## src/rtl/hex_to_word.sv

```systemverilog
// Renders an integer as "0x" + uppercase hex digits + terminator, one ASCII
// character at a time over a valid/ready stream toward a UART transmitter.
module hex_to_word #(
  parameter int         DATA       = 32,
  parameter bit         FULL_WIDTH = 1'b0,
  parameter logic [7:0] TERM       = 8'h20
) (
  input  logic            i_clk,
  input  logic            i_rst,
  input  logic            i_valid,
  input  logic [DATA-1:0] i_data,
  output logic            o_ready,
  output logic [7:0]      o_char,
  output logic            o_valid,
  input  logic            i_ready,
  output logic            o_last
);

  localparam int N  = DATA / 4;
  localparam int IW = (N > 1) ? $clog2(N) : 1;

  localparam logic [2:0] ST_IDLE  = 3'd0;
  localparam logic [2:0] ST_PFX0  = 3'd1;
  localparam logic [2:0] ST_PFX1  = 3'd2;
  localparam logic [2:0] ST_DIGIT = 3'd3;
  localparam logic [2:0] ST_TERM  = 3'd4;

  logic [2:0]      state;
  logic [DATA-1:0] data_q;
  logic [IW-1:0]   idx;
  logic            accept;
  logic            hs;

  function automatic logic [7:0] hex_char(input logic [3:0] d);
    hex_char = (d < 4'd10) ? (8'h30 + {4'h0, d}) : (8'h37 + {4'h0, d});
  endfunction

  function automatic logic [3:0] nibble(input logic [DATA-1:0] v, input logic [IW-1:0] k);
    nibble = '0;
    for (int unsigned i = 0; i < N; i++)
      if (k == IW'(i)) nibble = v[4*i +: 4];
  endfunction

  // Highest nonzero nibble wins; a zero value still yields index 0, so one digit is emitted.
  function automatic logic [IW-1:0] first_index(input logic [DATA-1:0] v);
    first_index = '0;
    if (FULL_WIDTH) begin
      first_index = IW'(N - 1);
    end else begin
      for (int unsigned i = 0; i < N; i++)
        if (v[4*i +: 4] != 4'h0) first_index = IW'(i);
    end
  endfunction

  assign o_ready = (state == ST_IDLE) && !i_rst;
  assign accept  = i_valid && o_ready;
  assign hs      = o_valid && i_ready;

  always_ff @(posedge i_clk or posedge i_rst) begin
    if (i_rst) begin
      state   <= ST_IDLE;
      data_q  <= '0;
      idx     <= '0;
      o_char  <= 8'h00;
      o_valid <= 1'b0;
      o_last  <= 1'b0;
    end else begin
      case (state)
        ST_IDLE: begin
          if (accept) begin
            data_q  <= i_data;
            idx     <= first_index(i_data);
            o_char  <= 8'h30;
            o_valid <= 1'b1;
            o_last  <= 1'b0;
            state   <= ST_PFX0;
          end
        end
        ST_PFX0: begin
          if (hs) begin
            o_char <= 8'h78;
            state  <= ST_PFX1;
          end
        end
        ST_PFX1: begin
          if (hs) begin
            o_char <= hex_char(nibble(data_q, idx));
            state  <= ST_DIGIT;
          end
        end
        ST_DIGIT: begin
          if (hs) begin
            if (idx == '0) begin
              o_char <= TERM;
              o_last <= 1'b1;
              state  <= ST_TERM;
            end else begin
              idx    <= idx - IW'(1);
              o_char <= hex_char(nibble(data_q, idx - IW'(1)));
            end
          end
        end
        ST_TERM: begin
          if (hs) begin
            o_char  <= 8'h00;
            o_valid <= 1'b0;
            o_last  <= 1'b0;
            state   <= ST_IDLE;
          end
        end
        default: begin
          o_valid <= 1'b0;
          o_last  <= 1'b0;
          state   <= ST_IDLE;
        end
      endcase
    end
  end

endmodule

```

## config.mk

```make
export PLATFORM = sky130hd
export DESIGN_NAME = hex_to_word
export DESIGN_NICKNAME = d
export VERILOG_FILES = /design/src/rtl/hex_to_word.sv
export SDC_FILE = /design/constraint.sdc
export NUM_CORES = 1
export LEC_CHECK = 0
export BUFFER_PORTS_ARGS = -buffer_cell sky130_fd_sc_hd__buf_2
export CORE_ASPECT_RATIO = 0.6
export CORE_UTILIZATION = 52
export CTS_BUF_LIST = sky130_fd_sc_hd__clkbuf_16
export CTS_CLUSTER_SIZE = 28
export DETAILED_ROUTE_END_ITERATION = 16
export HOLD_SLACK_MARGIN = 0.05
export PLACE_DENSITY_LB_ADDON = 0.15
export SYNTH_ARGS = -nofsm -noshare
export SYNTH_HDL_FRONTEND = slang
export SYNTH_SLANG_ARGS = --single-unit
```

## constraint.sdc

```tcl
create_clock -name i_clk -period 2.6 [get_ports i_clk]
set_input_delay 0.26 -clock i_clk [delete_from_list [all_inputs] [get_ports i_clk]]
set_output_delay 0.26 -clock i_clk [all_outputs]
set_load 0.1 [all_outputs]
```

==> impl_metrics.ini, run 1 <==
[detailed_routing]
vias = 2992
vias_per_cell = 6.044
wirelength_mm = 8.792
ant_nets = 0
drc = 0
wl_per_cell_um = 17.76
drtIter0Drc = 246
firstDrtPassIters = 5

[run]
cap_viol_max_count = 0

[placement]
globalplace.congestion = 0.9276
dpl.cell_count = 479
post-dp-hpwl_mm = 6.358
pre_cts_slack_ps = -73.43
io_buffers = 45

[sta]
final.setup_skew_ps = 3.254
fin_crit_ps = 2641
drv_slew = 0
min_period_over_period_pct = 101.6
setup_viol = 1
worstMarginPinSlew_ps = 607.8
grt_setup_unrepaired = yes
fin_ws_ps = -41.13
fin_hold_ws_ps = 64.31
max_freq_ghz = 0.3786
hold_viol = 0
maxSlewHeadroom_pct = 59.26

[grt]
grt.total_usage_pct = 29.49
grt_overflow = 0
grt_pass1_vias = 2469
grt_antenna_before_repair = 0
grt_max_degree = 41
grt_pass1_wl_mm = 13.36

[finish]
fin_util_pct = 68.62
regArea_um2 = 1177
layout_commonest_cell = nand2_1
syn2layout_area_growth_pct = 26.34
layout.cells.non_filler = 495
multi_input_area_um2 = 1834
drive_gt1_share_pct = 31.81
diodes = 0
layout.nets = 457
fill_cells = 479
final_cell_mix = nand2_1 (76), dfrtp_1 (46), buf_2 (45)

[clocking]
cts_max_level = 2
clock_latency_ps = 290
cts_tree = yes
path_clk_slew_ps = 70
cts_buffer_depth = 2
clock_sinks = 47
numCtsBuffers = 5
clockRootBuffer = clkbuf_16

[synth]
synth_xor_area_share_pct = 1.393
synth_compound_area_share_pct = 22.49
synthTopCellsByArea = dfrtp_1 (39%), nand2_1 (9.3%), mux2_2 (6.3%)
syn_inst = 348
ys_seq_area_share_pct = 38.51
postSynthAreaPerCell_um2 = 8.776
yosysTopAreaCell = dfrtp_1
ys_ff_latch = 47
synth_adder_area_share_pct = 2.868
ys_warn_count = 0
synth_top_family_by_area = compound AO/OA/AOI/OAI gates
async_flop_share_pct = 100.0
syn-cell-area_um2 = 3054
synth-simple-area-share_pct = 20.57
yosys_most_used_dff = dfrtp_1
yosysUniqueCellTypes = 65
synth_top_area_share_pct = 38.51
synth_enable_flop_cells = 0
synth_mux_area_share_pct = 8.398
syn_nets = 391

[critical_path]
crit_fanout = 14
path_common_cell = ha_4
worstReg2RegStart = idx[1]
start_kind = register
path_class = register to register
critPathLaunch = idx[1]
cp_data_required_time_ps = 2780
crit_slowest_cell = o41a_1
worstPathArrival_ps = 2820
end_kind = register
path_cells = buf_4 -> ha_4 -> clkbuf_8 -> a221oi_4 -> o22ai_4 -> ha_4 -> o21a_1 -> o41a_1 -> o32a_1
critPathMaxStageDelay_ps = 430

[outcome]
outcome = finished with violations
failed_checks = setup timing

[pwr]
leakage_nw = 1.683
power_density_nw_per_um2 = 1484
peakVddDrop_mv = 1.117

[floorplan]
pin_count = 47
die-width_um = 100.9
coreArea_um2 = 5623
die_h_um = 61.37
fp.dieArea_um2 = 6194
initial_core_util_pct = 54.32
rows = 21

[hold_path]
hold_path_class = input pin to asynchronous set/reset pin
registers in the layout, indices dropped and copies added (netlist names):
register,count
o_last,1
idx,3
data_q,32
o_valid,1
o_char,7
state,3
worst max-delay path, delay by kind of cell, from the launching register on:
family / cells / cell delay (ps)
AOI/OAI and AO/OA: 5 / 1380
adders and majority gates: 2 / 390
buffers and inverters: 2 / 340
DFF: 1 / 400
per-layer routing:
| metal | up-vias | wire (µm) | track usage, % |
|---|---|---|---|
| met5 | - | 0 | 0 |
| met2 | 178 | 3531 | 38.94 |
| met4 | 0 | 46 | 5.176 |
| met3 | 7 | 1015 | 8.967 |
| met1 | 1420 | 4199 | 46.61 |
| li1 | 1387 | - | - |
per-stage QoR:
step	area, µm²	power [W]	setup TNS (ps)
after floorplan	3120	0.003655	0
after global placement	3542	0.004531	0
after detailed placement	3542	0.004579	-73.43
after CTS	3705	0.005287	0
after global routing	3859	0.006089	-178.4
final	3859	0.005726	-41.13
timing repair:
| item | in CTS | in global routing |
|---|---|---|
| resized for setup | 2 | 20 |
| setup buffers | 0 | 8 |
| pin swaps | 2 | 14 |
| setup endpoints to repair | 1 | 6 |
| hold buffers | 0 | 0 |
path summary, 6_finish.rpt:
path	slack (ps)	depth (start not counted)	to
setup / recovery	-40	9	o_char[4]
hold / removal	60	2	o_last
setup reg to reg	-40	9	o_char[4]
hold reg to reg	520	2	data_q[24]
max in group asynchronous	1830	3	data_q[24]
min in group i_clk	150	3	data_q[0]
synth_stat cells (all sizes together), types with 3 or more instances:
cell / count
dfrtp: 47
inv: 14
a221oi: 4
o211ai: 3
a32oi: 3
nand4: 3
nand3b: 9
nand2: 76
ha: 7
nor2b: 3
buf: 14
mux2: 19
xnor2: 3
o21ai: 25
a21oi: 21
clkbuf: 8
nor3: 5
nor2: 12
a32o: 3
or4: 6
a211oi: 5
a221o: 4
nand2b: 3
nand3: 3
and2: 3
a31oi: 4
nor3b: 3
final cells by class:
class                           count  share of cell area, %
Sequential cell                    47                  30.51
Clock buffer                        5                  3.243
Clock inverter                      3                 0.6485
Tap cell                           80                  2.594
Multi-Input combinational cell    264                  47.54
Inverter                           15                  1.524
Timing Repair Buffer               81                  13.94
kinds of logic after synthesis:
kind of cell / after synthesis
AO/OA/AOI/OAI: 98
flip-flops: 47
XOR/XNOR: 4
AND/OR/NAND/NOR: 132
other: 1
multiplexers: 22
buffers and inverters: 37
adder cells (fa/ha/maj): 7
power breakdown:
group	internal [W]	switching [W]	leakage [nW]	total (W)
clock network	0.000360	0.000297	0.0700	0.000656
logic	0.00157	0.00209	1.04	0.00367
registers	0.00106	0.000342	0.574	0.00140
No activity file was read; power rests on OpenSTA's default activity.
==> run 2: changes to the inputs <==
--- a/config.mk
+++ b/config.mk
@@ -5,7 +5,9 @@
 export SDC_FILE = /design/constraint.sdc
 export NUM_CORES = 1
 export LEC_CHECK = 0
+export ABC_AREA = 1
 export BUFFER_PORTS_ARGS = -buffer_cell sky130_fd_sc_hd__buf_2
+export CAP_MARGIN = 20
 export CORE_ASPECT_RATIO = 0.6
 export CORE_UTILIZATION = 52
 export CTS_BUF_LIST = sky130_fd_sc_hd__clkbuf_16
==> run 2 against run 1 <==
The flow now finishes without violations. Synthesized cell count increased by 38%. Non-clock buffer count is 16 lower. Cell area rose by 2.0%. Worst setup slack gained 170 ps. Clock skew up 2.7 ps. Core utilization down 0.82 points. Area after synthesis is 6.4% higher. Wire length rose by 5.2%. Count of clock-buffer cells in the layout did not move. Sequential cell count stayed put. Register-to-register slack better by 170 ps. Sequential share of layout area down 0.61 points.
==> impl_metrics.ini, run 2 <==
[outcome]
outcome = completed

[finish]
layout.cells.non_filler = 621
largest_reg_flops = 32
syn2layout_area_growth_pct = 21.13
diodes = 0
final_cell_mix = nand2_1 (165), inv_1 (60), dfrtp_1 (46)
fin_util_pct = 67.81
layout_commonest_cell = nand2_1
top_regs = data_q (32), o_char (7)
drive_gt1_share_pct = 24.40
max_flop_register = data_q
layout.nets = 583

[grt]
grt_antenna_before_repair = 0
grt.total_usage_pct = 29.95
grt_pass1_wl_mm = 15.24
grt_overflow = 0
grt_max_degree = 48
grt_pass1_vias = 3004

[synth]
synth_enable_flop_cells = 0
syn_inst = 479
async_flop_share_pct = 100.0
yosysUniqueCellTypes = 39
ys_warn_count = 0
yosys_most_used_dff = dfrtp_1
ys_top_cells_by_count = nand2_1 (172), inv_1 (63), dfrtp_1 (47)
synthTopCellsByArea = dfrtp_1 (36%), nand2_1 (20%), inv_1 (7.3%)
ys_seq_area_share_pct = 36.18
ys_ff_latch = 47
synth_top_area_share_pct = 36.18
yosysMostFrequentCell = nand2_1
syn_nets = 522
yosysTopAreaCell = dfrtp_1
postSynthAreaPerCell_um2 = 6.786
syn-cell-area_um2 = 3251

[detailed_routing]
wirelength_mm = 9.251
drtIter0Drc = 387
vias = 3318
firstDrtPassIters = 5
ant_nets = 0
drc = 0
vias_per_cell = 5.343
wl_per_cell_um = 14.90

[run]
cap_viol_max_count = 0

[critical_path]
critPathLaunch = idx[0]
path_cells = inv_4 -> ha_4 -> inv_4 -> nand2_4 -> nand2_8 -> buf_6 -> nand3_4 -> nand2_2 -> inv_1 -> nand2_1 -> nand2_1 -> nand2_1 -> nand2_1 -> nand2_2 -> a21boi_2 -> ha_2 -> nand3_2 -> nand2_1 -> nand3_1 -> nand3_1 -> nand2_1 -> nand2_1 -> nand2_1
regToRegSetupSlack_ps = 130
timing.rr.end = o_char[2]
crit_slowest_cell = dfrtp_2
endpoint = o_char[2]
worstReg2RegStart = idx[0]
start_kind = register
path_common_cell = nand2_1
cp_data_required_time_ps = 2780
r2r_cells = 23
critPathMaxStageDelay_ps = 450
path_class = register to register
worstPathArrival_ps = 2650
crit_fanout = 8
end_kind = register

[clocking]
cts_buffer_depth = 2
clockRootBuffer = clkbuf_16
clock_latency_ps = 290
path_clk_slew_ps = 70
cts_max_level = 2
clock_sinks = 47
numCtsBuffers = 5
cts_tree = yes

[sta]
drv_slew = 0
setup_viol = 0
fin_crit_ps = 2467
maxSlewHeadroom_pct = 60.19
max_freq_ghz = 0.4054
final.setup_skew_ps = 5.965
min_period_over_period_pct = 94.87
hold_viol = 0
worstMarginPinSlew_ps = 591.7
fin_hold_ws_ps = 174.2

[floorplan]
die_h_um = 63.25
rows = 21
die-width_um = 104.1
pin_count = 47
fp.dieArea_um2 = 6582
coreArea_um2 = 5807
initial_core_util_pct = 55.98

[hold_path]
hold_path_class = input pin to register

[placement]
post-dp-hpwl_mm = 7.135
dpl.cell_count = 606
io_buffers = 45
globalplace.congestion = 0.9920
==> run 2: cell types whose count changed after synthesis, moves of 5 or more <==
cell      delta
nor2_1       +8
inv_1       +49
buf_2        -8
a21oi_1     -12
nand3b_1     -5
or4_1        -6
inv_2        +7
nand2_4      +5
mux2_2      -17
nand3_1     +33
nand2_1     +96
o21ai_0     +25
a211oi_1     -5
nand2_2     +10
==> run 2: worst min path at each step <==
stage / start / endpoint / slack, ps / cells past startpoint
finish: i_data[3] / data_q[3] / 170 / 3
global route: i_data[3] / data_q[3] / 190 / 3
CTS: i_data[3] / data_q[3] / 180 / 3
detailed placement: o_char[3] / o_char[3] / 460 / 2
global placement: i_data[3] / data_q[3] / 460 / 3
floorplan: i_data[0] / data_q[0] / 370 / 2
==> run 2: per-stage QoR <==
stage          setup WS (ps)  TNS [ps]  area, µm²
3_5_place_dp          -96.99    -115.4       3611
5_1_grt               -18.78    -33.52       3938
2_1_floorplan          68.13         0       3253
6_report               133.4         0       3938
4_1_cts                3.856         0       3771
3_3_place_gp          -81.34    -81.34       3611
==> run 2: area by class of cell <==
| type | count | area (µm²) |
|---|---|---|
| clock inverters | 3 | 20.02 |
| multi-input cells | 350 | 1846 |
| clock buffers | 5 | 125.1 |
| repair buffers | 65 | 397.9 |
| flip-flops and latches | 47 | 1177 |
| fillers | 511 | 1869 |
| well taps | 80 | 100.1 |
| inverters | 71 | 271.5 |
==> run 2: routing by layer <==
| layer | up-vias | share of wire [%] | GRT usage (%) |
|---|---|---|---|
| met5 | - | 0 | 0 |
| met3 | 8 | 11 | 6.936 |
| li1 | 1636 | - | - |
| met1 | 1499 | 52 | 50.36 |
| met4 | 0 | 0.45 | 3.750 |
| met2 | 175 | 36 | 37.92 |
==> run 2: worst max-delay path: cells and delay by family (launching register included) <==
| family | cells | cell delay, ps |
|---|---|---|
| adders and majority gates | 2 | 400 |
| buffers and inverters | 4 | 340 |
| and+or+nand+nor | 16 | 990 |
| DFF | 1 | 450 |
| AOI/OAI and AO/OA | 1 | 160 |
==> run 2: cell families after synthesis <==
logic type | Yosys count | synth area share (%)
AND/OR/NAND/NOR | 273 | 38.57
buffers and inverters | 82 | 10.20
AO/OA/AOI/OAI | 69 | 12.24
flip-flops | 47 | 36.18
adder cells (fa/ha/maj) | 7 | 2.694
other | 1 | 0.1154
==> run 2: timing repair <==
action / CTS / global route
hold buffers: 0 / 1
resized for setup: 4 / 28
endpoints found under the setup margin: 2 / 5
buffers inserted: 1 / 4
pin swaps: 1 / 14
endpoints found under the hold margin: 0 / 7
Power of run 2 is not shown: default switching activity piles up to over one toggle a cycle in this logic, so the estimate is an artifact.
==> run 3: changes to the inputs <==
--- a/config.mk
+++ b/config.mk
@@ -9,8 +9,7 @@
 export BUFFER_PORTS_ARGS = -buffer_cell sky130_fd_sc_hd__buf_2
 export CAP_MARGIN = 20
 export CORE_ASPECT_RATIO = 0.6
-export CORE_UTILIZATION = 52
-export CTS_BUF_LIST = sky130_fd_sc_hd__clkbuf_16
+export CORE_UTILIZATION = 60
 export CTS_CLUSTER_SIZE = 28
 export DETAILED_ROUTE_END_ITERATION = 16
 export HOLD_SLACK_MARGIN = 0.05
==> constraint.sdc (replaced) <==
create_clock -name i_clk -period 3.2 [get_ports i_clk]
set_input_delay 0.32 -clock i_clk [delete_from_list [all_inputs] [get_ports i_clk]]
set_output_delay 0.32 -clock i_clk [all_outputs]
set_load 0.1 [all_outputs]
==> run 3 against run 2 <==
Critical path depth shrank 3. Final cell count is 4.5% lower. Worst setup slack better by 290 ps. Die area shrank 13%. Wire length decreased by 5.4%. Cell area down 6.3%. Largest cell class unchanged. Highest routed layer unchanged. First-iteration DRC count increased by 1.3%. Count of clock-buffer cells in the layout is 1 higher. Via count is 0.12% higher. Critical endpoint unchanged. Maximum frequency fell by 11%. Register-to-register slack better by 290 ps. Global-route usage grew 2.6 points.
==> impl_metrics.ini, run 3 (synthesized netlist as in run 2, its figures left out) <==
[clocking]
clockRootBuffer = clkbuf_8
hold_buffers = 0
cts_resized = 0
clock_latency_ps = 300
cts_buffer_depth = 2
cts_max_level = 2
path_clk_slew_ps = 90
clock_sinks = 47
post_cts_buffers = 0
cts_tree = yes
numCtsBuffers = 5

[grt]
grt_max_degree = 48
grt_pass1_vias = 2870
grt_overflow = 0
grt_pass1_wl_mm = 14.45
grt.total_usage_pct = 32.58
grt_antenna_before_repair = 0

[sta]
drv_slew = 0
fin_crit_ps = 2777
min_period_over_period_pct = 86.77
max_freq_ghz = 0.3602
grt_setup_unrepaired = no
setup-tns-final_ps = 0
final.setup_skew_ps = 3.794
hold_viol = 0
setup_viol = 0
maxSlewHeadroom_pct = 46.76
worstMarginPinSlew_ps = 791.3

[detailed_routing]
firstDrtPassIters = 5
ant_nets = 0
drtIter0Drc = 392
wl_per_cell_um = 14.76
vias = 3322
wirelength_mm = 8.752
drc = 0
vias_per_cell = 5.602

[floorplan]
initial_core_util_pct = 63.37
die_h_um = 59.02
rows = 20
die-width_um = 97.03
pin_count = 47
coreArea_um2 = 5130
fp.dieArea_um2 = 5726

[finish]
top_regs = data_q (32), o_char (7)
diodes = 0
drive_gt1_share_pct = 18.60
fill_cells = 452
max_flop_register = data_q
multi_input_area_um2 = 1743
layout_commonest_cell = nand2_1
syn2layout_area_growth_pct = 13.55
layout.nets = 569
regArea_um2 = 1176
largest_reg_flops = 32
final_cell_mix = nand2_1 (172), inv_1 (62), dfrtp_1 (47)

[critical_path]
start_kind = register
regToRegSetupSlack_ps = 420
worstReg2RegStart = idx[1]
cp_data_required_time_ps = 3450
crit_fanout = 8
worstPathArrival_ps = 3020
r2r_cells = 20
end_kind = register
timing.rr.end = o_char[2]
path_class = register to register

[placement]
post-dp-hpwl_mm = 6.717
globalplace.congestion = 0.9727
io_buffers = 45

[run]
cap_viol_max_count = 0

[outcome]
outcome = completed

[hold_path]
hold_path_class = input pin to asynchronous set/reset pin
-- run 3: cell count changes in the layout (fill, tap and decap cells not counted), sizes merged --
cell,delta
inv,-2
bufinv,+2
buf,-13
clkinvlp,-1
dlygate4sd3,-1
clkbuf,+1
-- run 3: worst max-delay path: stages (launching register included) --
cell and delay (ps):
dfrtp_1 410, inv_1 120, ha_1 450, inv_1 140, nor2_2 170, nand2_1 70
nand3_1 100, nand3_1 80, nand2_1 80, nand2_1 60, nand2_1 60, nand2_1 70
nand2_1 90, inv_1 60, ha_1 230, a31o_2 240, nand2_1 60, nand2_1 60
nand2_1 80, nand2_1 50, nand2_1 50
-- run 3: layout make-up --
class                      instances  share of cell area, %
multi-input combinational        350                  47.22
clock buffer                       6                  1.966
tap                               66                  2.237
clock inverter                     2                  1.627
timing repair buffer              51                  7.864
inverter                          71                  7.220
sequential                        47                  31.86
-- run 3: how the worst max path moves through the flow --
stage | from | endpoint | slack, ps | cells after the start
floorplan | state[0] | state[0] | 110 | 10
global placement | idx[1] | o_char[2] | 590 | 17
detailed placement | idx[1] | o_char[2] | 480 | 17
CTS | idx[1] | o_char[2] | 450 | 17
global route | idx[1] | o_char[2] | 120 | 20
finish | idx[1] | o_char[2] | 420 | 20
-- run 3: metal layers --
metal / track usage [%] / wire [µm]
met1: 53.97 / 4367
met2: 43.66 / 3288
met3: 5.660 / 1044
met4: 5.544 / 53
met5: 0 / 0
-- run 3: per-stage QoR --
step	cell area, µm²	instances	hold WS [ps]	util, %	setup slack [ps]
final	3691	593	77.09	71.95	423.4
after global routing	3691	593	110.4	71.95	116.9
after CTS	3664	592	212.3	71.41	452.5
after detailed placement	3531	584	460.9	68.83	479.9
after global placement	3531	584	456.9	68.83	592.4
after floorplan	3251	479	429.6	-	108.4
Power of run 3 is left out for the same reason.
